--- config.mk ---
export PLATFORM = sky130hd
export DESIGN_NAME = branch_rs_flat
export DESIGN_NICKNAME = d
export VERILOG_FILES = /design/src/rtl/branch_rs_if.sv /design/src/rtl/branch_rs.sv /design/src/flat_wrapper.sv
export SDC_FILE = /design/constraint.sdc
export NUM_CORES = 1
export LEC_CHECK = 0
export CAP_MARGIN = 5
export CELL_PAD_IN_SITES_DETAIL_PLACEMENT = 1
export CELL_PAD_IN_SITES_GLOBAL_PLACEMENT = 2
export CORE_MARGIN = 2
export CORE_UTILIZATION = 38
export DETAILED_ROUTE_END_ITERATION = 8
export PLACE_DENSITY_LB_ADDON = 0.3
export SLEW_MARGIN = 20
export SYNTH_ARGS = -nofsm -noshare
export SYNTH_HDL_FRONTEND = slang
export SYNTH_SLANG_ARGS = --single-unit
export TNS_END_PERCENT = 10
--- constraint.sdc ---
create_clock -name clk -period 9.8 [get_ports clk]
set_input_delay 1.47 -clock clk [delete_from_list [all_inputs] [get_ports clk]]
set_output_delay 1.47 -clock clk [all_outputs]
set_load 0.05 [all_outputs]
--- src/rtl/branch_rs_if.sv ---
// rtl/branch_rs_if.sv - dispatch, result-bus and issue signals of the branch reservation station
interface branch_rs_if #(
    parameter int TAG_W  = 4,
    parameter int OP_W   = 6,
    parameter int DATA_W = 32
);
    logic              disp_valid;
    logic [OP_W-1:0]   disp_op;
    logic [DATA_W-1:0] disp_vj;
    logic [DATA_W-1:0] disp_vk;
    logic              disp_qj_busy;
    logic              disp_qk_busy;
    logic [TAG_W-1:0]  disp_qj;
    logic [TAG_W-1:0]  disp_qk;
    logic [DATA_W-1:0] disp_imm;
    logic [DATA_W-1:0] disp_pc;
    logic [TAG_W-1:0]  disp_dest;
    logic              full;

    logic              cdb_a_valid;
    logic [TAG_W-1:0]  cdb_a_tag;
    logic [DATA_W-1:0] cdb_a_data;
    logic              cdb_b_valid;
    logic [TAG_W-1:0]  cdb_b_tag;
    logic [DATA_W-1:0] cdb_b_data;

    logic              exec_enable;
    logic [OP_W-1:0]   exec_op;
    logic [DATA_W-1:0] exec_reg1;
    logic [DATA_W-1:0] exec_reg2;
    logic [DATA_W-1:0] exec_imm;
    logic [DATA_W-1:0] exec_pc;
    logic [TAG_W-1:0]  exec_dest;

    modport master (
        output disp_valid, disp_op, disp_vj, disp_vk, disp_qj_busy, disp_qk_busy,
               disp_qj, disp_qk, disp_imm, disp_pc, disp_dest,
               cdb_a_valid, cdb_a_tag, cdb_a_data, cdb_b_valid, cdb_b_tag, cdb_b_data,
        input  full, exec_enable, exec_op, exec_reg1, exec_reg2, exec_imm, exec_pc, exec_dest
    );

    modport slave (
        input  disp_valid, disp_op, disp_vj, disp_vk, disp_qj_busy, disp_qk_busy,
               disp_qj, disp_qk, disp_imm, disp_pc, disp_dest,
               cdb_a_valid, cdb_a_tag, cdb_a_data, cdb_b_valid, cdb_b_tag, cdb_b_data,
        output full, exec_enable, exec_op, exec_reg1, exec_reg2, exec_imm, exec_pc, exec_dest
    );
endinterface

--- src/rtl/branch_rs.sv ---
// rtl/branch_rs.sv - reservation station and issue scheduler for the branch unit
module branch_rs #(
    parameter int DEPTH  = 4,
    parameter int TAG_W  = 4,
    parameter int OP_W   = 6,
    parameter int DATA_W = 32
) (
    input logic       clk,
    input logic       rst,
    input logic       rdy,
    input logic       clear,
    branch_rs_if.slave bus
);
    localparam int IDX_W = (DEPTH > 1) ? $clog2(DEPTH) : 1;

    logic [DEPTH-1:0]  busy;
    logic [DEPTH-1:0]  qj_busy;
    logic [DEPTH-1:0]  qk_busy;
    logic [OP_W-1:0]   op   [DEPTH];
    logic [DATA_W-1:0] vj   [DEPTH];
    logic [DATA_W-1:0] vk   [DEPTH];
    logic [TAG_W-1:0]  qj   [DEPTH];
    logic [TAG_W-1:0]  qk   [DEPTH];
    logic [DATA_W-1:0] imm  [DEPTH];
    logic [DATA_W-1:0] pc   [DEPTH];
    logic [TAG_W-1:0]  dest [DEPTH];

    logic              full_q;
    logic              exec_enable_q;
    logic [OP_W-1:0]   exec_op_q;
    logic [DATA_W-1:0] exec_reg1_q;
    logic [DATA_W-1:0] exec_reg2_q;
    logic [DATA_W-1:0] exec_imm_q;
    logic [DATA_W-1:0] exec_pc_q;
    logic [TAG_W-1:0]  exec_dest_q;

    logic              free_found;
    logic [IDX_W-1:0]  free_idx;
    logic              issue_found;
    logic [IDX_W-1:0]  issue_idx;
    logic              do_disp;
    logic [DEPTH-1:0]  busy_nxt;
    logic [DATA_W-1:0] byp_vj;
    logic [DATA_W-1:0] byp_vk;
    logic              byp_qj_busy;
    logic              byp_qk_busy;

    assign bus.full        = full_q;
    assign bus.exec_enable = exec_enable_q;
    assign bus.exec_op     = exec_op_q;
    assign bus.exec_reg1   = exec_reg1_q;
    assign bus.exec_reg2   = exec_reg2_q;
    assign bus.exec_imm    = exec_imm_q;
    assign bus.exec_pc     = exec_pc_q;
    assign bus.exec_dest   = exec_dest_q;

    // Lowest free slot and lowest ready slot, both from registered state only
    always_comb begin
        free_found  = 1'b0;
        free_idx    = '0;
        issue_found = 1'b0;
        issue_idx   = '0;
        for (int i = DEPTH - 1; i >= 0; i--) begin
            if (!busy[i]) begin
                free_found = 1'b1;
                free_idx   = IDX_W'(i);
            end
            if (busy[i] && !qj_busy[i] && !qk_busy[i]) begin
                issue_found = 1'b1;
                issue_idx   = IDX_W'(i);
            end
        end
    end

    // Occupancy after this edge's issue and dispatch; feeds the registered full flag
    always_comb begin
        do_disp  = bus.disp_valid && !full_q && free_found;
        busy_nxt = busy;
        if (issue_found) busy_nxt[issue_idx] = 1'b0;
        if (do_disp)     busy_nxt[free_idx]  = 1'b1;
    end

    // Operands resolved by a result broadcast on the same edge as their dispatch; ALU bus wins ties
    always_comb begin
        byp_vj      = bus.disp_vj;
        byp_qj_busy = bus.disp_qj_busy;
        byp_vk      = bus.disp_vk;
        byp_qk_busy = bus.disp_qk_busy;
        if (bus.disp_qj_busy) begin
            if (bus.cdb_a_valid && bus.cdb_a_tag == bus.disp_qj) begin
                byp_vj      = bus.cdb_a_data;
                byp_qj_busy = 1'b0;
            end else if (bus.cdb_b_valid && bus.cdb_b_tag == bus.disp_qj) begin
                byp_vj      = bus.cdb_b_data;
                byp_qj_busy = 1'b0;
            end
        end
        if (bus.disp_qk_busy) begin
            if (bus.cdb_a_valid && bus.cdb_a_tag == bus.disp_qk) begin
                byp_vk      = bus.cdb_a_data;
                byp_qk_busy = 1'b0;
            end else if (bus.cdb_b_valid && bus.cdb_b_tag == bus.disp_qk) begin
                byp_vk      = bus.cdb_b_data;
                byp_qk_busy = 1'b0;
            end
        end
    end

    // Entry wakeup, issue register and dispatch write; reset > stall > flush > normal update
    always_ff @(posedge clk) begin
        if (rst) begin
            busy          <= '0;
            qj_busy       <= '0;
            qk_busy       <= '0;
            full_q        <= 1'b0;
            exec_enable_q <= 1'b0;
            exec_op_q     <= '0;
            exec_reg1_q   <= '0;
            exec_reg2_q   <= '0;
            exec_imm_q    <= '0;
            exec_pc_q     <= '0;
            exec_dest_q   <= '0;
        end else if (!rdy) begin
            exec_enable_q <= 1'b0;
        end else if (clear) begin
            busy          <= '0;
            full_q        <= 1'b0;
            exec_enable_q <= 1'b0;
        end else begin
            for (int i = 0; i < DEPTH; i++) begin
                if (busy[i] && qj_busy[i]) begin
                    if (bus.cdb_a_valid && bus.cdb_a_tag == qj[i]) begin
                        vj[i]      <= bus.cdb_a_data;
                        qj_busy[i] <= 1'b0;
                    end else if (bus.cdb_b_valid && bus.cdb_b_tag == qj[i]) begin
                        vj[i]      <= bus.cdb_b_data;
                        qj_busy[i] <= 1'b0;
                    end
                end
                if (busy[i] && qk_busy[i]) begin
                    if (bus.cdb_a_valid && bus.cdb_a_tag == qk[i]) begin
                        vk[i]      <= bus.cdb_a_data;
                        qk_busy[i] <= 1'b0;
                    end else if (bus.cdb_b_valid && bus.cdb_b_tag == qk[i]) begin
                        vk[i]      <= bus.cdb_b_data;
                        qk_busy[i] <= 1'b0;
                    end
                end
            end

            if (issue_found) begin
                exec_enable_q <= 1'b1;
                exec_op_q     <= op[issue_idx];
                exec_reg1_q   <= vj[issue_idx];
                exec_reg2_q   <= vk[issue_idx];
                exec_imm_q    <= imm[issue_idx];
                exec_pc_q     <= pc[issue_idx];
                exec_dest_q   <= dest[issue_idx];
            end else begin
                exec_enable_q <= 1'b0;
            end

            if (do_disp) begin
                op[free_idx]      <= bus.disp_op;
                vj[free_idx]      <= byp_vj;
                vk[free_idx]      <= byp_vk;
                qj_busy[free_idx] <= byp_qj_busy;
                qk_busy[free_idx] <= byp_qk_busy;
                qj[free_idx]      <= bus.disp_qj;
                qk[free_idx]      <= bus.disp_qk;
                imm[free_idx]     <= bus.disp_imm;
                pc[free_idx]      <= bus.disp_pc;
                dest[free_idx]    <= bus.disp_dest;
            end

            busy   <= busy_nxt;
            full_q <= &busy_nxt;
        end
    end
endmodule

--- src/flat_wrapper.sv ---
// flat-port wrapper written by rule: the top's interface ports become plain ports
module branch_rs_flat 
#(
    parameter int DEPTH  = 4,
    parameter int TAG_W  = 4,
    parameter int OP_W   = 6,
    parameter int DATA_W = 32
)
  (clk, rst, rdy, clear, bus_disp_valid, bus_disp_op, bus_disp_vj, bus_disp_vk, bus_disp_qj_busy, bus_disp_qk_busy, bus_disp_qj, bus_disp_qk, bus_disp_imm, bus_disp_pc, bus_disp_dest, bus_cdb_a_valid, bus_cdb_a_tag, bus_cdb_a_data, bus_cdb_b_valid, bus_cdb_b_tag, bus_cdb_b_data, bus_full, bus_exec_enable, bus_exec_op, bus_exec_reg1, bus_exec_reg2, bus_exec_imm, bus_exec_pc, bus_exec_dest);
  branch_rs_if #(.TAG_W(TAG_W), .OP_W(OP_W), .DATA_W(DATA_W)) bus_i ();
  input logic clk;
  input logic rst;
  input logic rdy;
  input logic clear;
  input wire logic [$bits(bus_i.disp_valid)-1:0] bus_disp_valid;
  input wire logic [$bits(bus_i.disp_op)-1:0] bus_disp_op;
  input wire logic [$bits(bus_i.disp_vj)-1:0] bus_disp_vj;
  input wire logic [$bits(bus_i.disp_vk)-1:0] bus_disp_vk;
  input wire logic [$bits(bus_i.disp_qj_busy)-1:0] bus_disp_qj_busy;
  input wire logic [$bits(bus_i.disp_qk_busy)-1:0] bus_disp_qk_busy;
  input wire logic [$bits(bus_i.disp_qj)-1:0] bus_disp_qj;
  input wire logic [$bits(bus_i.disp_qk)-1:0] bus_disp_qk;
  input wire logic [$bits(bus_i.disp_imm)-1:0] bus_disp_imm;
  input wire logic [$bits(bus_i.disp_pc)-1:0] bus_disp_pc;
  input wire logic [$bits(bus_i.disp_dest)-1:0] bus_disp_dest;
  input wire logic [$bits(bus_i.cdb_a_valid)-1:0] bus_cdb_a_valid;
  input wire logic [$bits(bus_i.cdb_a_tag)-1:0] bus_cdb_a_tag;
  input wire logic [$bits(bus_i.cdb_a_data)-1:0] bus_cdb_a_data;
  input wire logic [$bits(bus_i.cdb_b_valid)-1:0] bus_cdb_b_valid;
  input wire logic [$bits(bus_i.cdb_b_tag)-1:0] bus_cdb_b_tag;
  input wire logic [$bits(bus_i.cdb_b_data)-1:0] bus_cdb_b_data;
  output wire logic [$bits(bus_i.full)-1:0] bus_full;
  output wire logic [$bits(bus_i.exec_enable)-1:0] bus_exec_enable;
  output wire logic [$bits(bus_i.exec_op)-1:0] bus_exec_op;
  output wire logic [$bits(bus_i.exec_reg1)-1:0] bus_exec_reg1;
  output wire logic [$bits(bus_i.exec_reg2)-1:0] bus_exec_reg2;
  output wire logic [$bits(bus_i.exec_imm)-1:0] bus_exec_imm;
  output wire logic [$bits(bus_i.exec_pc)-1:0] bus_exec_pc;
  output wire logic [$bits(bus_i.exec_dest)-1:0] bus_exec_dest;
  assign bus_i.disp_valid = bus_disp_valid;
  assign bus_i.disp_op = bus_disp_op;
  assign bus_i.disp_vj = bus_disp_vj;
  assign bus_i.disp_vk = bus_disp_vk;
  assign bus_i.disp_qj_busy = bus_disp_qj_busy;
  assign bus_i.disp_qk_busy = bus_disp_qk_busy;
  assign bus_i.disp_qj = bus_disp_qj;
  assign bus_i.disp_qk = bus_disp_qk;
  assign bus_i.disp_imm = bus_disp_imm;
  assign bus_i.disp_pc = bus_disp_pc;
  assign bus_i.disp_dest = bus_disp_dest;
  assign bus_i.cdb_a_valid = bus_cdb_a_valid;
  assign bus_i.cdb_a_tag = bus_cdb_a_tag;
  assign bus_i.cdb_a_data = bus_cdb_a_data;
  assign bus_i.cdb_b_valid = bus_cdb_b_valid;
  assign bus_i.cdb_b_tag = bus_cdb_b_tag;
  assign bus_i.cdb_b_data = bus_cdb_b_data;
  assign bus_full = bus_i.full;
  assign bus_exec_enable = bus_i.exec_enable;
  assign bus_exec_op = bus_i.exec_op;
  assign bus_exec_reg1 = bus_i.exec_reg1;
  assign bus_exec_reg2 = bus_i.exec_reg2;
  assign bus_exec_imm = bus_i.exec_imm;
  assign bus_exec_pc = bus_i.exec_pc;
  assign bus_exec_dest = bus_i.exec_dest;
  branch_rs #(.DEPTH(DEPTH), .TAG_W(TAG_W), .OP_W(OP_W), .DATA_W(DATA_W)) u_core (.clk(clk), .rst(rst), .rdy(rdy), .clear(clear), .bus(bus_i));
endmodule
==> metrics.txt <==
status=completed; final clock period utilization by the worst path=between 50% and 60%; Routed wire per std cell=~30 um; GPL Wtd Cong=between 0.8 and 0.9; first-pass GRT wire length=approximately 180000 um; vias=around 26000; largest net degree at the start of global routing=~140; Mapped Nets=just under 3000; Top FF cell, synth=edfxtp_1; Cell Area, Synth=33400 um2; Clock Skew=just under 0.05 ns; final worst-path setup slack=between 4 and 5 ns; Die Wd=around 300 um; static leakage=roughly 13 nW; die extent in y=300 um; R2R Path End=u_core.vj[3][28]; row count=108; post_cts resized=0; Adder-Cell Fraction of Synth Area=less than 1%; Rel. slew slack=between 20% and 30%; Worst-Skew Late Latency=approximately 0.66 ns; Setup crit end=u_core.vk[1][4]; clk buf depth=3; fin crit period=roughly 4.9 ns; # IOs=between 300 and 400; Avg Vias per Cell=around 6.2; pwr dens=around 180 nW/um2; clk sinks=736; placeable core area=roughly 87000 um2; FFs w/ async S/R, synth=0%; reg2reg path depth=7; Post-synth EDFFs=584; Min Hold Slack=0.500 ns; Post-CTS Setup Repair Bufs=0; Port Buffer Count=~370; CTS tree=done; RSZ-0062 raised after global routing=false; post-route DRC violation count=0; Area Overhead vs Synth=21.7%; TritonRoute pass-1 iters=9; clock-pin slew on the worst setup and hold paths=~0.06 ns; Post-Synth XOR/XNOR Area=between 2 and 2.5%; Setup TNS=0 ns; WP data required=around 10 ns; critical-path cell list=clkdlybuf4s50_1 -> nor2b_1 -> buf_4 -> nand4b_1 -> nand2b_1 -> buf_4 -> inv_8 -> buf_4 -> nor3_1 -> a211oi_1; synthesized flop and latch total=736; Compound-Gate Fraction of Synth Area=~18%; H-Tree Depth=3; worst vdd ir=between 0.1 and 0.15 mV; Pins Over Slew Limit=0; dpl ws=about 4.2 ns; flop-to-flop setup slack=between 5 and 6 ns; total clock buffers created by CTS=between 80 and 90; crit path max-delay cell type=buf_4; Crit Path Class=input port to flip-flop; initial antenna violation count=7; hold-fix buffers at CTS=0; simple-gate portion of the synthesized area=about a tenth; Seq/Total Area, Yosys=around 62%; DP HPWL=~71000 um; Post-Route WL=between 100000 and 150000 um; Max Cap Viol=0; root buffer cell=clkbuf_16; crit path DAT=~5.4 ns; nets=~3100; Initial DRC Count=2789; post-synthesis mux area share=4.26%; vias in the first global route=27200; HP Class=flip-flop to flip-flop; Total Routing Usage GR=a little over a quarter; distinct cell type count after synthesis=64; endpoint class of the critical path=flip-flop; slowest stage delay, CP=0.98 ns; Initial Util=38.4%; Final Core Density=between 40% and 50%; YS warnings=0; startpoint types=input port; Final Hold Viols=0; Antenna Nets Post-Route=0; syn avg cell area=12.3 um2; crit path launch=rdy; share of cells above drive strength 1=between 10% and 20%; main combinational cell family by area after synthesis=compound AO/OA/AOI/OAI gates; worst slew pin tran=1.14 ns; fmax=203 MHz; Crit Path Max Fanout=141; worst r2r src=u_core.busy[0]; GRT overflow=0; Finish-stage setup viols=0; cell mode on critical path=buf_4; die area=roughly 90000 um2; Mapped Cells=2721
cell families after synthesis:
kind of cell | Yosys count
xor+xnor | 80
compound gates | 844
fa+ha+maj | 1
simple gates | 603
flops | 736
mux | 136
buf+inv | 321
critical path, delay by kind of cell:
family	cells	cell delay, ns
buffers and inverters	5	2.82
and+or+nand+nor	4	0.73
AOI/OAI and AO/OA	1	0.29
report_power, final:
| part | internal (W) | switching [W] | total [W] |
|---|---|---|---|
| registers | 0.00341 | 0.0000195 | 0.00342 |
| clock network | 0.00191 | 0.00136 | 0.00327 |
| logic | 0.000225 | 0.000346 | 0.000571 |
| total | 0.00554 | 0.00173 | 0.00727 |
worst min path at each step:
| stage | cells past startpoint | to | slack (ns) | startpoint |
|---|---|---|---|---|
| 2_1_floorplan | 2 | u_core.qj_busy[3] | 0.46 | u_core.qj_busy[3] |
| 3_3_place_gp | 2 | u_core.bus.exec_pc[16] | 0.49 | u_core.pc[1][16] |
| 3_5_place_dp | 2 | u_core.bus.exec_reg1[26] | 0.50 | u_core.bus.exec_reg1[26] |
| 4_1_cts | 2 | u_core.bus.exec_pc[21] | 0.50 | u_core.pc[1][21] |
| 5_1_grt | 2 | u_core.bus.exec_imm[6] | 0.52 | u_core.bus.exec_imm[6] |
| 6_report | 2 | u_core.bus.exec_pc[21] | 0.50 | u_core.pc[1][21] |
final cells by class:
type | count | area, um2
Inverter | 7 | 50.0
Tap cell | 1155 | 1450
Timing Repair Buffer | 422 | 4140
Sequential cell | 736 | 20600
Multi-Input combinational cell | 1664 | 11500
Clock buffer | 117 | 2300
Antenna cell | 4 | 10.0
Fill cell | 8844 | 46200
Clock inverter | 37 | 588
metrics by stage:
step                power (W)  instances  area (um2)
CTS                   0.00730       4137       40600
detailed placement    0.00405       3983       37700
finish                0.00727       4142       40700
global route          0.00747       4140       40600
floorplan             0.00380       2721       33400
global placement      0.00403       3983       37700
sequential cells by signal (all words and copies together) (netlist names), 6 cells and up:
name,cells
u_core.qk,16
u_core.vj,128
u_core.op,24
u_core.qj,16
u_core.vk,128
u_core.imm,128
u_core.bus.exec_op,6
u_core.pc,128
u_core.bus.exec_reg1,32
u_core.bus.exec_reg2,32
u_core.dest,16
u_core.bus.exec_pc,32
u_core.bus.exec_imm,32
synthesized netlist by cell type, drive strengths merged, types with 2 or more instances:
master | number | area share, %
o211ai | 3 | 0.067
a211oi | 208 | 4.7
nor2b | 4 | 0.075
nand2b | 13 | 0.24
inv | 6 | 0.067
mux2 | 49 | 1.7
nand4 | 2 | 0.056
a221oi | 59 | 2.5
or4 | 2 | 0.045
nor2 | 151 | 1.7
a21o | 5 | 0.11
xnor2 | 36 | 0.94
a21oi | 306 | 4.6
a31oi | 6 | 0.11
edfxtp | 584 | 53
a222oi | 146 | 4.4
nor4b | 3 | 0.21
or3b | 2 | 0.052
and3 | 3 | 0.056
nand2 | 36 | 0.41
or4b | 3 | 0.090
nor4 | 12 | 0.43
nand4b | 2 | 0.052
nor3b | 4 | 0.10
buf | 122 | 2.1
o2111ai | 3 | 0.079
o21ai | 94 | 1.4
o21a | 3 | 0.067
and2 | 75 | 1.4
nor3 | 277 | 4.2
clkbuf | 192 | 2.2
nand3 | 12 | 0.18
dfxtp | 152 | 9.1
o22ai | 3 | 0.056
xor2 | 44 | 1.2
mux2i | 87 | 2.6
layout by cell type (no fill, tap or decap), drive strengths merged, types with 13 or more instances in the layout:
cell type      synthesis  final
a211oi               208    208
a21oi                306    306
a221oi                59     59
a222oi               146    146
and2                  75     75
buf                  122     57
clkbuf               192    117
clkdlybuf4s50          0    365
clkinv                 1     24
dfxtp                152    152
edfxtp               584    584
mux2                  49     49
mux2i                 87     87
nand2                 36     36
nand2b                13     13
nor2                 151    151
nor3                 277    277
o21ai                 94     94
xnor2                 36     36
xor2                  44     44
routing by layer:
metal	GRT usage (%)	share of wire (%)
met4	9.87	3.3
met2	44.1	48
met5	0	0.027
met1	35.2	41
met3	5.33	7.9
Power figures use the tool's default switching activity.
